--- src/rtl/segq_pkg.sv ---
// segq_pkg: shared state, segment record and field widths for the segment queue
package segq_pkg;
    localparam int DIR_W = 2;
    localparam int ACC_W = 32;
    localparam int SAMP_W = 32;
    typedef enum logic [1:0] {IDLE, REQ, ARM, RUN} state_t;
    typedef struct packed {
        logic [DIR_W-1:0] dir;
        logic [ACC_W-1:0] acc;
        logic [SAMP_W-1:0] accel_samples;
        logic [SAMP_W-1:0] cruise_samples;
    } seg_t;
endpackage

--- src/rtl/segq_fifo.sv ---
// segq_fifo: synchronous segment FIFO with wrapping pointers, level count and flush
module segq_fifo import segq_pkg::*; #(
    parameter int DEPTH = 8
) (
    input  logic clk,
    input  logic rst,
    input  logic flush,
    input  logic push_valid,
    input  seg_t push_data,
    input  logic pop,
    output seg_t head,
    output logic [$clog2(DEPTH):0] level,
    output logic empty,
    output logic full
);
    localparam int AW = $clog2(DEPTH);
    localparam int LW = AW + 1;
    seg_t mem [DEPTH];
    logic [AW-1:0] wr_ptr, rd_ptr;
    logic push, pop_ok;
    assign push = push_valid && !full && !flush;
    assign pop_ok = pop && !empty;
    assign head = mem[rd_ptr];
    assign empty = level == '0;
    assign full = level == LW'(DEPTH);
    always_ff @(posedge clk)
        if (push) mem[wr_ptr] <= push_data;
    always_ff @(posedge clk) begin
        if (rst || flush) begin
            wr_ptr <= '0;
            rd_ptr <= '0;
            level <= '0;
        end else begin
            if (push) wr_ptr <= wr_ptr + AW'(1);
            if (pop_ok) rd_ptr <= rd_ptr + AW'(1);
            level <= level + LW'(push) - LW'(pop_ok);
        end
    end
endmodule

--- src/rtl/segment_queue.sv ---
// segment_queue: segment FIFO feeding an axis engine over req/ack; SEGQ_UNDERRUN_EN enables the sticky underrun flag
module segment_queue import segq_pkg::*; #(
    parameter int DEPTH = 8,
    parameter int ARM_TIMEOUT = 16
) (
    input  logic clk,
    input  logic rst,
    input  logic segValid,
    output logic segReady,
    input  logic signed [DIR_W-1:0] segDirection,
    input  logic signed [ACC_W-1:0] segAcceleration,
    input  logic [SAMP_W-1:0] segAccelSamples,
    input  logic [SAMP_W-1:0] segCruiseSamples,
    input  logic flush,
    output logic prgmReq,
    input  logic prgmAck,
    output logic signed [DIR_W-1:0] prgmDirection,
    output logic signed [ACC_W-1:0] prgmAcceleration,
    output logic [SAMP_W-1:0] prgmAccelSamples,
    output logic [SAMP_W-1:0] prgmCruiseSamples,
    input  logic busy,
    output logic [$clog2(DEPTH):0] level,
    output logic empty,
    output logic full,
    output logic active,
    output logic underrun,
    input  logic underrunClear
);
    localparam int CW = $clog2(ARM_TIMEOUT) + 1;
    state_t state;
    seg_t in_seg, head;
    logic [CW-1:0] arm_cnt;
    logic issue;
    assign in_seg = {segDirection, segAcceleration, segAccelSamples, segCruiseSamples};
    assign issue = state == IDLE && !empty && !flush;
    assign segReady = !full;
    assign active = state != IDLE;
    segq_fifo #(.DEPTH(DEPTH)) u_fifo (
        .clk(clk),
        .rst(rst),
        .flush(flush),
        .push_valid(segValid),
        .push_data(in_seg),
        .pop(issue),
        .head(head),
        .level(level),
        .empty(empty),
        .full(full)
    );
    always_ff @(posedge clk) begin
        if (rst) begin
            state <= IDLE;
            prgmReq <= 1'b0;
            arm_cnt <= '0;
            {prgmDirection, prgmAcceleration, prgmAccelSamples, prgmCruiseSamples} <= '0;
        end else begin
            case (state)
                IDLE: if (issue) begin
                    state <= REQ;
                    prgmReq <= 1'b1;
                    {prgmDirection, prgmAcceleration, prgmAccelSamples, prgmCruiseSamples} <= head;
                end
                REQ: if (prgmAck) begin
                    state <= ARM;
                    prgmReq <= 1'b0;
                    arm_cnt <= '0;
                end
                // a segment that never raises busy is treated as zero-length
                ARM: if (busy) state <= RUN;
                     else if (arm_cnt == CW'(ARM_TIMEOUT - 1)) state <= IDLE;
                     else arm_cnt <= arm_cnt + CW'(1);
                RUN: if (!busy) state <= IDLE;
                default: state <= IDLE;
            endcase
        end
    end
`ifdef SEGQ_UNDERRUN_EN
    always_ff @(posedge clk) begin
        if (rst) underrun <= 1'b0;
        else if (state == RUN && !busy && empty) underrun <= 1'b1;
        else if (underrunClear) underrun <= 1'b0;
    end
`else
    assign underrun = 1'b0 & underrunClear;
`endif
endmodule

--- config.mk ---
export PLATFORM = sky130hd
export DESIGN_NAME = segment_queue
export DESIGN_NICKNAME = d
export VERILOG_FILES = /design/src/rtl/segq_pkg.sv /design/src/rtl/segq_fifo.sv /design/src/rtl/segment_queue.sv
export SDC_FILE = /design/constraint.sdc
export NUM_CORES = 1
export LEC_CHECK = 0
export CAP_MARGIN = 40
export CORE_ASPECT_RATIO = 0.6
export CORE_MARGIN = 4
export CORE_UTILIZATION = 30
export DETAILED_ROUTE_END_ITERATION = 12
export SLEW_MARGIN = 10
export SYNTH_ARGS = -nofsm -noshare
export SYNTH_HDL_FRONTEND = slang
export SYNTH_HIERARCHICAL = 1
export SYNTH_SLANG_ARGS = --single-unit
--- constraint.sdc ---
create_clock -name clk -period 19.4 [get_ports clk]
set_clock_uncertainty 0.1 [all_clocks]
set_input_delay 3.88 -clock clk [delete_from_list [all_inputs] [get_ports clk]]
set_output_delay 3.88 -clock clk [all_outputs]
set_load 0.03 [all_outputs]
After elaboration in Yosys (flattened, before gate mapping)
Memory sizes are Yosys's and may differ from the RTL's. A register that Yosys moved wholly into a read port is not among the register bits. Index checks and enable logic that the tools add are counted.

Add/sub/neg operators: 5. Equality and inequality tests: 11. Reduce and logical (&&, ||, !) cells: 18. Multiplexer cells: 15.

Operators by type and width (number): 5-bit two-way mux (3); 2-bit two-way mux (5); 5-bit case mux with 2 select lines (1); 2-bit inequality test (second input constant) (4); 2-bit case mux with 4 select lines (1); 4-bit AND reduction (2); 3-bit by 1-bit adder with 3-bit output (second input constant) (2); 2-bit nonzero test (3); 5-bit by 1-bit adder with 5-bit output (second input constant) (1); 5-bit by 4-bit == test with 1-bit output (second input constant) (1); 1-bit logical AND (5); 4-bit by 1-bit adder with 4-bit output (1); 2-bit == test (second input constant) (2); 4-bit == test (second input constant) (1); 4-bit zero test (1); 1-bit two-way mux (4); 4-bit by 1-bit subtractor with 4-bit output (1); 1-bit zero test (3); 3-bit inequality test (second input constant) (1); 3-bit AND reduction (1); 2-bit by 1-bit == test with 1-bit output (second input constant) (1); 2-bit zero test (1); 2-bit by 1-bit inequality test with 1-bit output (second input constant) (1); 1-bit case mux with 2 select lines (1); 2 further kinds (2).

Output and inout bits: 108. Bits in writable memories: 784. Memories kept: 1. Flip-flop bits (word level): 18. Logic and storage cells: 56. Input port bits: 105.

Memory list: u_fifo.mem (depth 8, width 98, rd ports 1, clocked after memory_dff 1, write ports 1, line segq_fifo.sv:18) `seg_t mem [DEPTH];`.

Longest topological paths before layout
Gate-level depths: netlist of the first run.

Word-level depth: 6. Mapped depth: 16. Depth with buffers taken out: 14.

Modules after synthesis
The synthesis of the first run kept the hierarchy.

By module, submodules not included: segq_fifo (times used 1, cells an instance 1215, area an instance 30206.5 um^2); segment_queue (times used 1, cells an instance 477, area an instance 3772.4 um^2).

Worst setup path after synthesis of the first run
OpenSTA, ideal clock, no wires.

Kind: input to register. Start: input port flush. End: memory u_fifo/mem[0][0] in the netlist's numbering (enable). Cell stages on the path: 2. Data arrival time: 14.099 ns. Buffers on the path: 1. Library setup time: 0.829 ns. Path slack: 4.371 ns. Path through: clkbuf_1 -> nor4b_1.

Word-level cells in the longest chain between the ends: 4.

RTL lines: from (decl) (line segment_queue.sv:14) `input logic flush,`; 1-bit zero test (line segq_fifo.sv:21) `assign push = push_valid && !full && !flush;`; 1-bit logical AND (line segq_fifo.sv:21); 1-bit two-way mux (line segq_fifo.sv:27) `if (push) mem[wr_ptr] <= push_data;`; 1-bit two-way mux (not written as such) (line segq_fifo.sv:27); to (decl) (line segq_fifo.sv:18).

Every way passes these cells.

Worst setup path after layout of the first run
Start: input port flush. End: register u_fifo.level[2].

Word-level cells in the longest chain between the ends: 4. Elaborated cells on any way between the ends: 7. Those cells by class: 2 x add/sub; 5 x reduce/logical.

RTL lines: 1-bit zero test (line segment_queue.sv:35) `assign issue = state == IDLE && !empty && !flush;`; 1-bit logical AND (line segment_queue.sv:35); 1-bit logical AND (line segq_fifo.sv:22) `assign pop_ok = pop && !empty;`; named net u_fifo.pop_ok (line segq_fifo.sv:20) `logic push, pop_ok;`; 4-bit by 1-bit subtractor with 4-bit output (line segq_fifo.sv:36) `level <= level + LW'(push) - LW'(pop_ok);`; to (signal assigned) (line segq_fifo.sv:36); to (decl) (line segq_fifo.sv:12) `output logic [$clog2(DEPTH):0] level,`.

The timed path passes the listed nets, and every way through them passes these cells. A chain may end at the register's enable or synchronous reset.

==> tab_implementation.tex, run 1 <==
\begin{tabular}{lr}
\hline
Metric & Value \\
\hline
\multicolumn{2}{l}{\textbf{STA}} \\
\quad Endpoints failing setup & 0 \\
\quad Setup\_tns & 0 ns \\
\quad Transition time at the pin with the least slew margin & 0.864 ns \\
\quad Crit share post-route & 36.6\% \\
\quad Period minus WS final & 7.11 ns \\
\quad Slew Limit Fails & 0 \\
\quad Achievable frequency & 0.141 GHz \\
\quad Fin. Hold Viols & 0 \\
\quad Slew Limit Headroom & 42.4\% \\
\quad Unrepaired setup endpoints after global routing & no \\
\multicolumn{2}{l}{\textbf{Run}} \\
\quad Max-capacitance violation count & 0 \\
\multicolumn{2}{l}{\textbf{Setup path}} \\
\quad Critical-path maximum fanout & 40 \\
\quad Critical Path AT & 7.55 ns \\
\quad WS Path Type & primary input to register \\
\quad CP startpoint kind & primary input \\
\quad Required time of the critical path & 19.84 ns \\
\quad Crit. End Element & register \\
\multicolumn{2}{l}{\textbf{Global routing}} \\
\quad Via count of the first global-routing pass & 17648 \\
\quad Met1 demand-to-capacity share in global routing & 18.2\% \\
\quad Met3 Use GR & 3.35\% \\
\quad GRT overflow & 0 \\
\quad Total routing usage reported by global routing & 13.2\% \\
\quad Top Usage Layer GRT & met2 \\
\quad First-pass GRT wire length & 117 mm \\
\quad Initial antenna violation count & 13 \\
\quad Maximum number of pins on one net before global-route repair & 99 \\
\quad Met2 track demand over resource & 21.2\% \\
\multicolumn{2}{l}{\textbf{Synth}} \\
\quad Post-synthesis average cell area & 20.1 um2 \\
\quad Total nets after synthesis & 1808 \\
\quad Count of synthesis-stage warnings from yosys & 6 \\
\quad Sequential area share after synthesis & 76.3\% \\
\quad Mapped Area & 0.0340 mm2 \\
\quad Proportion of register bits with asynchronous set or reset after synthesis & 0\% \\
\quad Top cell type by total area after synthesis & sky130\_fd\_sc\_hd\_\_edfxtp\_1 \\
\quad Prevailing post-synth register cell & sky130\_fd\_sc\_hd\_\_edfxtp\_1 \\
\quad Flops \& latches, synth & 903 \\
\quad Count of flip-flops with a built-in enable after synthesis & 784 \\
\quad Top cells by area in the synthesized netlist & sky130\_fd\_sc\_hd\_\_edfxtp\_1, sky130\_fd\_sc\_hd\_\_mux4\_2, sky130\_fd\_sc\_hd\_\_dfxtp\_1, sky130\_fd\_sc\_hd\_\_mux2\_2, sky130\_fd\_sc\_hd\_\_nand2\_1 \\
\quad Post-synthesis cell count & 1692 \\
\quad Library cells used by synthesis & 42 \\
\quad Share of the synthesized area in the top cell type & 69.3\% \\
\multicolumn{2}{l}{\textbf{Routing}} \\
\quad Total number of vias & 16612 \\
\quad Violation count after the first detailed-routing iteration & 1114 \\
\quad Post-route DRC violation count & 0 \\
\quad Iteration count of the initial detailed-routing pass & 5 \\
\quad Wire length per cell & 22.4 um \\
\quad Remaining antenna violation count after routing & 0 \\
\quad Wire length after detailed routing & 78.7 mm \\
\quad Vias per std cell & 4.73 \\
\multicolumn{2}{l}{\textbf{Floorplanning}} \\
\quad Die width & 442 um \\
\quad Die Y & 269 um \\
\quad Core area & 0.112 mm2 \\
\quad Die outline area & 0.119 mm2 \\
\quad Boundary pin count & 213 \\
\quad \# rows & 95 \\
\quad Initial Util & 30.3\% \\
\multicolumn{2}{l}{\textbf{Place}} \\
\quad HPWL Detailed & 40.7 mm \\
\quad Count of input and output buffers & 210 \\
\quad Routability congestion estimate & 0.675 \\
\multicolumn{2}{l}{\textbf{Min path}} \\
\quad Worst Hold Class & register to register \\
\multicolumn{2}{l}{\textbf{Clock network}} \\
\quad Root cell of the clock tree & sky130\_fd\_sc\_hd\_\_clkbuf\_16 \\
\quad Clock tree from TritonCTS & built \\
\quad Maximum level of the CTS H-tree & 3 \\
\quad Resized cells post-CTS & 0 \\
\quad Worst-path clk slew & 0.06 ns \\
\quad Post-CTS Hold Fix Bufs & 0 \\
\quad Maximum count of clock buffers along a single path & 3 \\
\quad Clock buffers created by TritonCTS & 89 \\
\quad Insertion delay of the later-clocked pin in the worst-skew pair & 0.68 ns \\
\quad Sink Count & 903 \\
\quad Post-CTS Setup Bufs & 0 \\
\multicolumn{2}{l}{\textbf{Power}} \\
\quad Cell-internal power & 3.23 mW \\
\quad Clock share of power & 44.0\% \\
\quad Peak supply drop & 0.0596 mV \\
\quad Switching part of the total & 20.2\% \\
\quad Combinational share of power & 3.2\% \\
\quad Sw Pwr & 0.818 mW \\
\quad Cell leakage power & 12.4 nW \\
\quad Flop pwr share & 52.8\% \\
\quad Pwr/cell area & 98.7 mW/mm2 \\
\quad Overall power consumption & 4.05 mW \\
\multicolumn{2}{l}{\textbf{Run status}} \\
\quad Status & completed \\
\multicolumn{2}{l}{\textbf{Cells and area}} \\
\quad Final Util & 36.6\% \\
\quad Count of nets after finishing & 2044 \\
\quad Area growth, synth to finish & 20.7\% \\
\quad Fraction of layout cells with a size suffix above 1 & 22.6\% \\
\hline
\end{tabular}
[stage by stage]
step / cell area (um2) / instances / worst slack, ns / hold WS (ns)
after global routing: 41000 / 3506 / 12.13 / 0.369
final: 41000 / 3509 / 12.29 / 0.355
after detailed placement: 38000 / 3340 / 11.64 / 0.346
after floorplan: 34000 / 1692 / 4.37 / 0.344
after CTS: 41000 / 3505 / 12.35 / 0.355
after global placement: 37700 / 3331 / 11.72 / 0.341
[registers in the layout, indices dropped and copies added, names as in the netlist, named ones only]
name,count
u_fifo/wr_ptr,3
prgmReq,1
prgmAccelSamples,32
u_fifo/level,4
u_fifo/rd_ptr,3
prgmDirection,2
u_fifo/mem,784
prgmAcceleration,32
state,2
prgmCruiseSamples,32
arm_cnt,5
[layout by cell type (no fill, tap or decap), types with 3 or more instances in the layout]
cell type                         instances
sky130_fd_sc_hd__mux4_2                 174
sky130_fd_sc_hd__ha_1                    10
sky130_fd_sc_hd__or2_2                    3
sky130_fd_sc_hd__buf_4                   13
sky130_fd_sc_hd__nand2_1                207
sky130_fd_sc_hd__edfxtp_1               784
sky130_fd_sc_hd__clkbuf_8                13
sky130_fd_sc_hd__mux2i_1                  6
sky130_fd_sc_hd__or3_1                    5
sky130_fd_sc_hd__clkinv_8                 3
sky130_fd_sc_hd__clkbuf_16               90
sky130_fd_sc_hd__nor4_2                   3
sky130_fd_sc_hd__mux4_1                  22
sky130_fd_sc_hd__o21ai_0                  4
sky130_fd_sc_hd__clkdlybuf4s50_1        209
sky130_fd_sc_hd__mux2_2                  98
sky130_fd_sc_hd__clkbuf_1                30
sky130_fd_sc_hd__buf_16                   8
sky130_fd_sc_hd__dfxtp_4                  3
sky130_fd_sc_hd__nor2_1                   6
sky130_fd_sc_hd__bufinv_16               10
sky130_fd_sc_hd__inv_1                   12
sky130_fd_sc_hd__a21oi_1                109
sky130_fd_sc_hd__clkinv_2                 7
sky130_fd_sc_hd__inv_6                    5
sky130_fd_sc_hd__nand3_1                  6
sky130_fd_sc_hd__or4b_1                   4
sky130_fd_sc_hd__nand3b_1                 3
sky130_fd_sc_hd__buf_12                   9
sky130_fd_sc_hd__nor2_4                   3
sky130_fd_sc_hd__dfxtp_1                116
sky130_fd_sc_hd__diode_2                  4
[final timing paths]
check / depth (start not counted) / end / slack [ns] / startpoint
setup / recovery: 12 / u_fifo/level[2]$_SDFF_PP0_ / 12.29 / flush
hold / removal: 2 / prgmAcceleration[5]$_SDFFE_PP0P_ / 0.36 / prgmAcceleration[5]$_SDFFE_PP0P_
setup reg to reg: 15 / u_fifo/level[2]$_SDFF_PP0_ / 15.32 / u_fifo/level[2]$_SDFF_PP0_
hold reg to reg: 2 / prgmAcceleration[5]$_SDFFE_PP0P_ / 0.36 / prgmAcceleration[5]$_SDFFE_PP0P_
[power groups by stage]
stage | clock (mW) | sequential, mW | combinational (mW)
after floorplan | 0 | 2.19 | 0.0464
after global placement | 0 | 2.18 | 0.126
after detailed placement | 0 | 2.18 | 0.133
after CTS | 1.84 | 2.14 | 0.133
after global routing | 1.93 | 2.14 | 0.142
final | 1.78 | 2.14 | 0.131
[area by class of cell]
| class | instances | area, um2 |
|---|---|---|
| Antenna cell | 4 | 10.0 |
| Clock buffer | 133 | 2540 |
| Clock inverter | 32 | 488 |
| Fill cell | 10280 | 71200 |
| Inverter | 13 | 51.3 |
| Multi-Input combinational cell | 682 | 7530 |
| Sequential cell | 903 | 25900 |
| Tap cell | 1503 | 1880 |
| Timing Repair Buffer | 239 | 2590 |
[worst max-delay path: stages]
cell	delay [ns]
sky130_fd_sc_hd__clkdlybuf4s50_1	0.67
sky130_fd_sc_hd__or4_4	0.81
sky130_fd_sc_hd__inv_4	0.55
sky130_fd_sc_hd__inv_1	0.17
sky130_fd_sc_hd__nor2_1	0.23
sky130_fd_sc_hd__ha_1	0.27
sky130_fd_sc_hd__inv_1	0.05
sky130_fd_sc_hd__ha_1	0.15
sky130_fd_sc_hd__inv_1	0.06
sky130_fd_sc_hd__fa_1	0.40
sky130_fd_sc_hd__xor2_1	0.20
sky130_fd_sc_hd__nor2_1	0.06
[per-layer routing]
metal / up-vias / routed length (um)
met5: - / 65
met1: 8885 / 36700
li1: 7258 / -
met2: 322 / 37000
met4: 10 / 1650
met3: 137 / 3380
[synth_stat cells (2+ instances only)]
cell type and number:
sky130_fd_sc_hd__ha_1 10, sky130_fd_sc_hd__buf_1 10, sky130_fd_sc_hd__buf_6 16, sky130_fd_sc_hd__mux2i_1 6, sky130_fd_sc_hd__mux4_1 22, sky130_fd_sc_hd__clkbuf_1 37
sky130_fd_sc_hd__edfxtp_1 784, sky130_fd_sc_hd__buf_8 2, sky130_fd_sc_hd__mux2_2 98, sky130_fd_sc_hd__nor3_1 2, sky130_fd_sc_hd__nor2_1 9, sky130_fd_sc_hd__nand3b_1 3
sky130_fd_sc_hd__or2_2 3, sky130_fd_sc_hd__inv_1 12, sky130_fd_sc_hd__o21ai_0 4, sky130_fd_sc_hd__nand2_1 207, sky130_fd_sc_hd__dfxtp_1 119, sky130_fd_sc_hd__nand2b_1 2
sky130_fd_sc_hd__nor4_1 3, sky130_fd_sc_hd__or4b_1 4, sky130_fd_sc_hd__or3_1 5, sky130_fd_sc_hd__mux4_2 174, sky130_fd_sc_hd__a21oi_1 109, sky130_fd_sc_hd__nand3_1 6
sky130_fd_sc_hd__buf_2 28
[logic make-up after synthesis]
| kind of cell | synth area share [%] |
|---|---|
| buffers and inverters | 1.72 |
| multiplexers | 16.7 |
| flip-flops | 76.3 |
| XOR/XNOR | 0.0258 |
| other | 0.0110 |
| AO/OA/AOI/OAI | 1.76 |
| adder cells (fa/ha/maj) | 0.427 |
| AND/OR/NAND/NOR | 3.10 |
Power figures use the tool's default switching activity.
==> inputs of run 2 (changes only) <==
==> constraint.sdc (replaced) <==
create_clock -name clk -period 7.4 [get_ports clk]
set_clock_uncertainty 0.1 [all_clocks]
set_input_delay 1.48 -clock clk [delete_from_list [all_inputs] [get_ports clk]]
set_output_delay 1.48 -clock clk [all_outputs]
set_load 0.03 [all_outputs]
==> run 2 against run 1 <==
Critical path type unchanged. Worst hold slack got worse by 0.0032 ns. Power increased to 2.6 times the previous value. Sequential cell count unchanged. Register-to-register slack got worse by 12 ns. Critical endpoint is now prgmAcceleration[1]$_SDFFE_PP0P_. Largest power group unchanged. Wire length rose by 3.1%.
==> tab_implementation.tex, run 2 (synthesized netlist as in run 1, its figures left out) <==
\begin{tabular}{lr}
\hline
Metric & Value \\
\hline
\multicolumn{2}{l}{\textbf{Run status}} \\
\quad Status & completed \\
\multicolumn{2}{l}{\textbf{Floorplanning}} \\
\quad Boundary pin count & 213 \\
\quad Initial Util & 30.3\% \\
\quad Die width & 442 um \\
\quad Die outline area & 0.119 mm2 \\
\quad Core area & 0.112 mm2 \\
\quad Die Y & 269 um \\
\quad \# rows & 95 \\
\multicolumn{2}{l}{\textbf{Cells and area}} \\
\quad Largest reg by FF count & u\_fifo/mem \\
\quad Flip-flop count of the largest register, all copies and words added & 784 \\
\quad Commonest non-fill, non-tap cell in the layout & sky130\_fd\_sc\_hd\_\_edfxtp\_1 \\
\quad Fraction of layout cells with a size suffix above 1 & 23.0\% \\
\quad Count of nets after finishing & 2056 \\
\quad Commonest cells after routing, fill and taps aside & sky130\_fd\_sc\_hd\_\_edfxtp\_1, sky130\_fd\_sc\_hd\_\_clkdlybuf4s50\_1, sky130\_fd\_sc\_hd\_\_nand2\_1 \\
\quad Final Cell Area & 0.0409 mm2 \\
\quad Area growth, synth to finish & 20.2\% \\
\multicolumn{2}{l}{\textbf{Setup path}} \\
\quad WS Path Type & primary input to register \\
\quad Slowest cell delay on critical path & 0.86 ns \\
\quad Cell depth of the worst flop-to-flop path & 9 \\
\quad Crit. End Element & register \\
\quad Worst path slowest cell & sky130\_fd\_sc\_hd\_\_or4\_4 \\
\quad Critical Path AT & 5.07 ns \\
\quad CP cell instances & clkdlybuf4s50\_1 -> or4\_4 -> inv\_4 -> buf\_4 -> buf\_4 -> nand2\_1 -> a21oi\_1 \\
\quad CP dominant cell by count & sky130\_fd\_sc\_hd\_\_buf\_4 \\
\quad Critical-path maximum fanout & 52 \\
\quad CP startpoint kind & primary input \\
\quad Required time of the critical path & 7.86 ns \\
\multicolumn{2}{l}{\textbf{STA}} \\
\quad Fin. Hold Viols & 0 \\
\quad Endpoints failing setup & 0 \\
\quad Achievable frequency & 0.217 GHz \\
\quad Crit share post-route & 62.2\% \\
\quad Slew Limit Fails & 0 \\
\quad Slew Limit Headroom & 43.0\% \\
\quad Transition time at the pin with the least slew margin & 0.854 ns \\
\quad Setup\_tns & 0 ns \\
\quad Unrepaired setup endpoints after global routing & no \\
\quad Period minus WS final & 4.60 ns \\
\quad Post-layout worst setup margin & 2.80 ns \\
\multicolumn{2}{l}{\textbf{Clock network}} \\
\quad Resized cells post-CTS & 0 \\
\quad Insertion delay of the later-clocked pin in the worst-skew pair & 0.66 ns \\
\quad Clock tree from TritonCTS & built \\
\quad Clock buffers created by TritonCTS & 88 \\
\quad Sink Count & 903 \\
\quad Worst-path clk slew & 0.06 ns \\
\quad Maximum level of the CTS H-tree & 3 \\
\quad Post-CTS Setup Bufs & 0 \\
\quad Post-CTS Hold Fix Bufs & 0 \\
\quad Maximum count of clock buffers along a single path & 3 \\
\quad Root cell of the clock tree & sky130\_fd\_sc\_hd\_\_clkbuf\_16 \\
\multicolumn{2}{l}{\textbf{Global routing}} \\
\quad First-pass GRT wire length & 120 mm \\
\quad Initial antenna violation count & 12 \\
\quad Total routing usage reported by global routing & 13.6\% \\
\quad Maximum number of pins on one net before global-route repair & 73 \\
\quad GRT overflow & 0 \\
\quad Via count of the first global-routing pass & 17728 \\
\multicolumn{2}{l}{\textbf{Min path}} \\
\quad Worst Hold Class & register to register \\
\quad Instance count along the most critical hold path & 2 \\
\multicolumn{2}{l}{\textbf{Routing}} \\
\quad Wire length per cell & 23.0 um \\
\quad Total number of vias & 16468 \\
\quad Remaining antenna violation count after routing & 0 \\
\quad Iteration count of the initial detailed-routing pass & 5 \\
\quad Post-route DRC violation count & 0 \\
\quad Wire length after detailed routing & 81.1 mm \\
\quad Violation count after the first detailed-routing iteration & 1189 \\
\quad Vias per std cell & 4.67 \\
\multicolumn{2}{l}{\textbf{Run}} \\
\quad Max-capacitance violation count & 0 \\
\multicolumn{2}{l}{\textbf{Power}} \\
\quad Peak supply drop & 0.162 mV \\
\quad Pwr/cell area & 255 mW/mm2 \\
\quad Cell leakage power & 12.3 nW \\
\quad Overall power consumption & 10.4 mW \\
\multicolumn{2}{l}{\textbf{Place}} \\
\quad Placed standard-cell area & 0.0380 mm2 \\
\quad Routability congestion estimate & 0.678 \\
\quad HPWL Detailed & 45.1 mm \\
\quad Pre-CTS setup slack & 2.12 ns \\
\quad Count of input and output buffers & 210 \\
\hline
\end{tabular}
run 2: layout make-up:
type | instances | area [um2]
sequential | 903 | 25900
clock inverter | 46 | 469
timing repair buffer | 252 | 2510
multi-input combinational | 682 | 7570
clock buffer | 118 | 2420
tap | 1503 | 1880
fill | 10303 | 71400
antenna | 6 | 15.0
inverter | 13 | 51.3
run 2: power by group:
group          leakage, nW  internal, mW  switching, mW  total, mW
combinational         2.90         0.142          0.203      0.345
sequential            8.05          5.58         0.0210       5.61
clock                 1.39          2.55           1.92       4.47
run 2: critical path: cells and delay by family:
kind            cells  cell delay, ns
simple gates        2            1.04
buf+inv             4            2.31
compound gates      1            0.18
run 2: worst paths after layout:
path,startpoint,endpoint,slack (ns)
worst max-delay path,flush,prgmAcceleration[1]$_SDFFE_PP0P_,2.80
worst min register to register,prgmDirection[0]$_SDFFE_PP0P_,prgmDirection[0]$_SDFFE_PP0P_,0.35
worst max register to register,u_fifo/level[2]$_SDFF_PP0_,prgmAcceleration[1]$_SDFFE_PP0P_,3.70
worst min-delay path,prgmDirection[0]$_SDFFE_PP0P_,prgmDirection[0]$_SDFFE_PP0P_,0.35
run 2: through the flow:
stage	utilization, %	hold WS (ns)	instances
after global placement	33.7	0.342	3347
after detailed placement	33.8	0.346	3353
after global routing	36.4	0.376	3519
after floorplan	-	0.344	1692
final	36.4	0.352	3523
after CTS	36.4	0.354	3517
run 2: per-layer routing:
layer	GRT usage, %	up-vias	part of all wire (%)
met2	21.8	337	47
met5	0	-	0.055
met3	3.27	120	4.6
met1	18.6	8725	46
li1	-	7280	-
met4	4.00	6	2.4
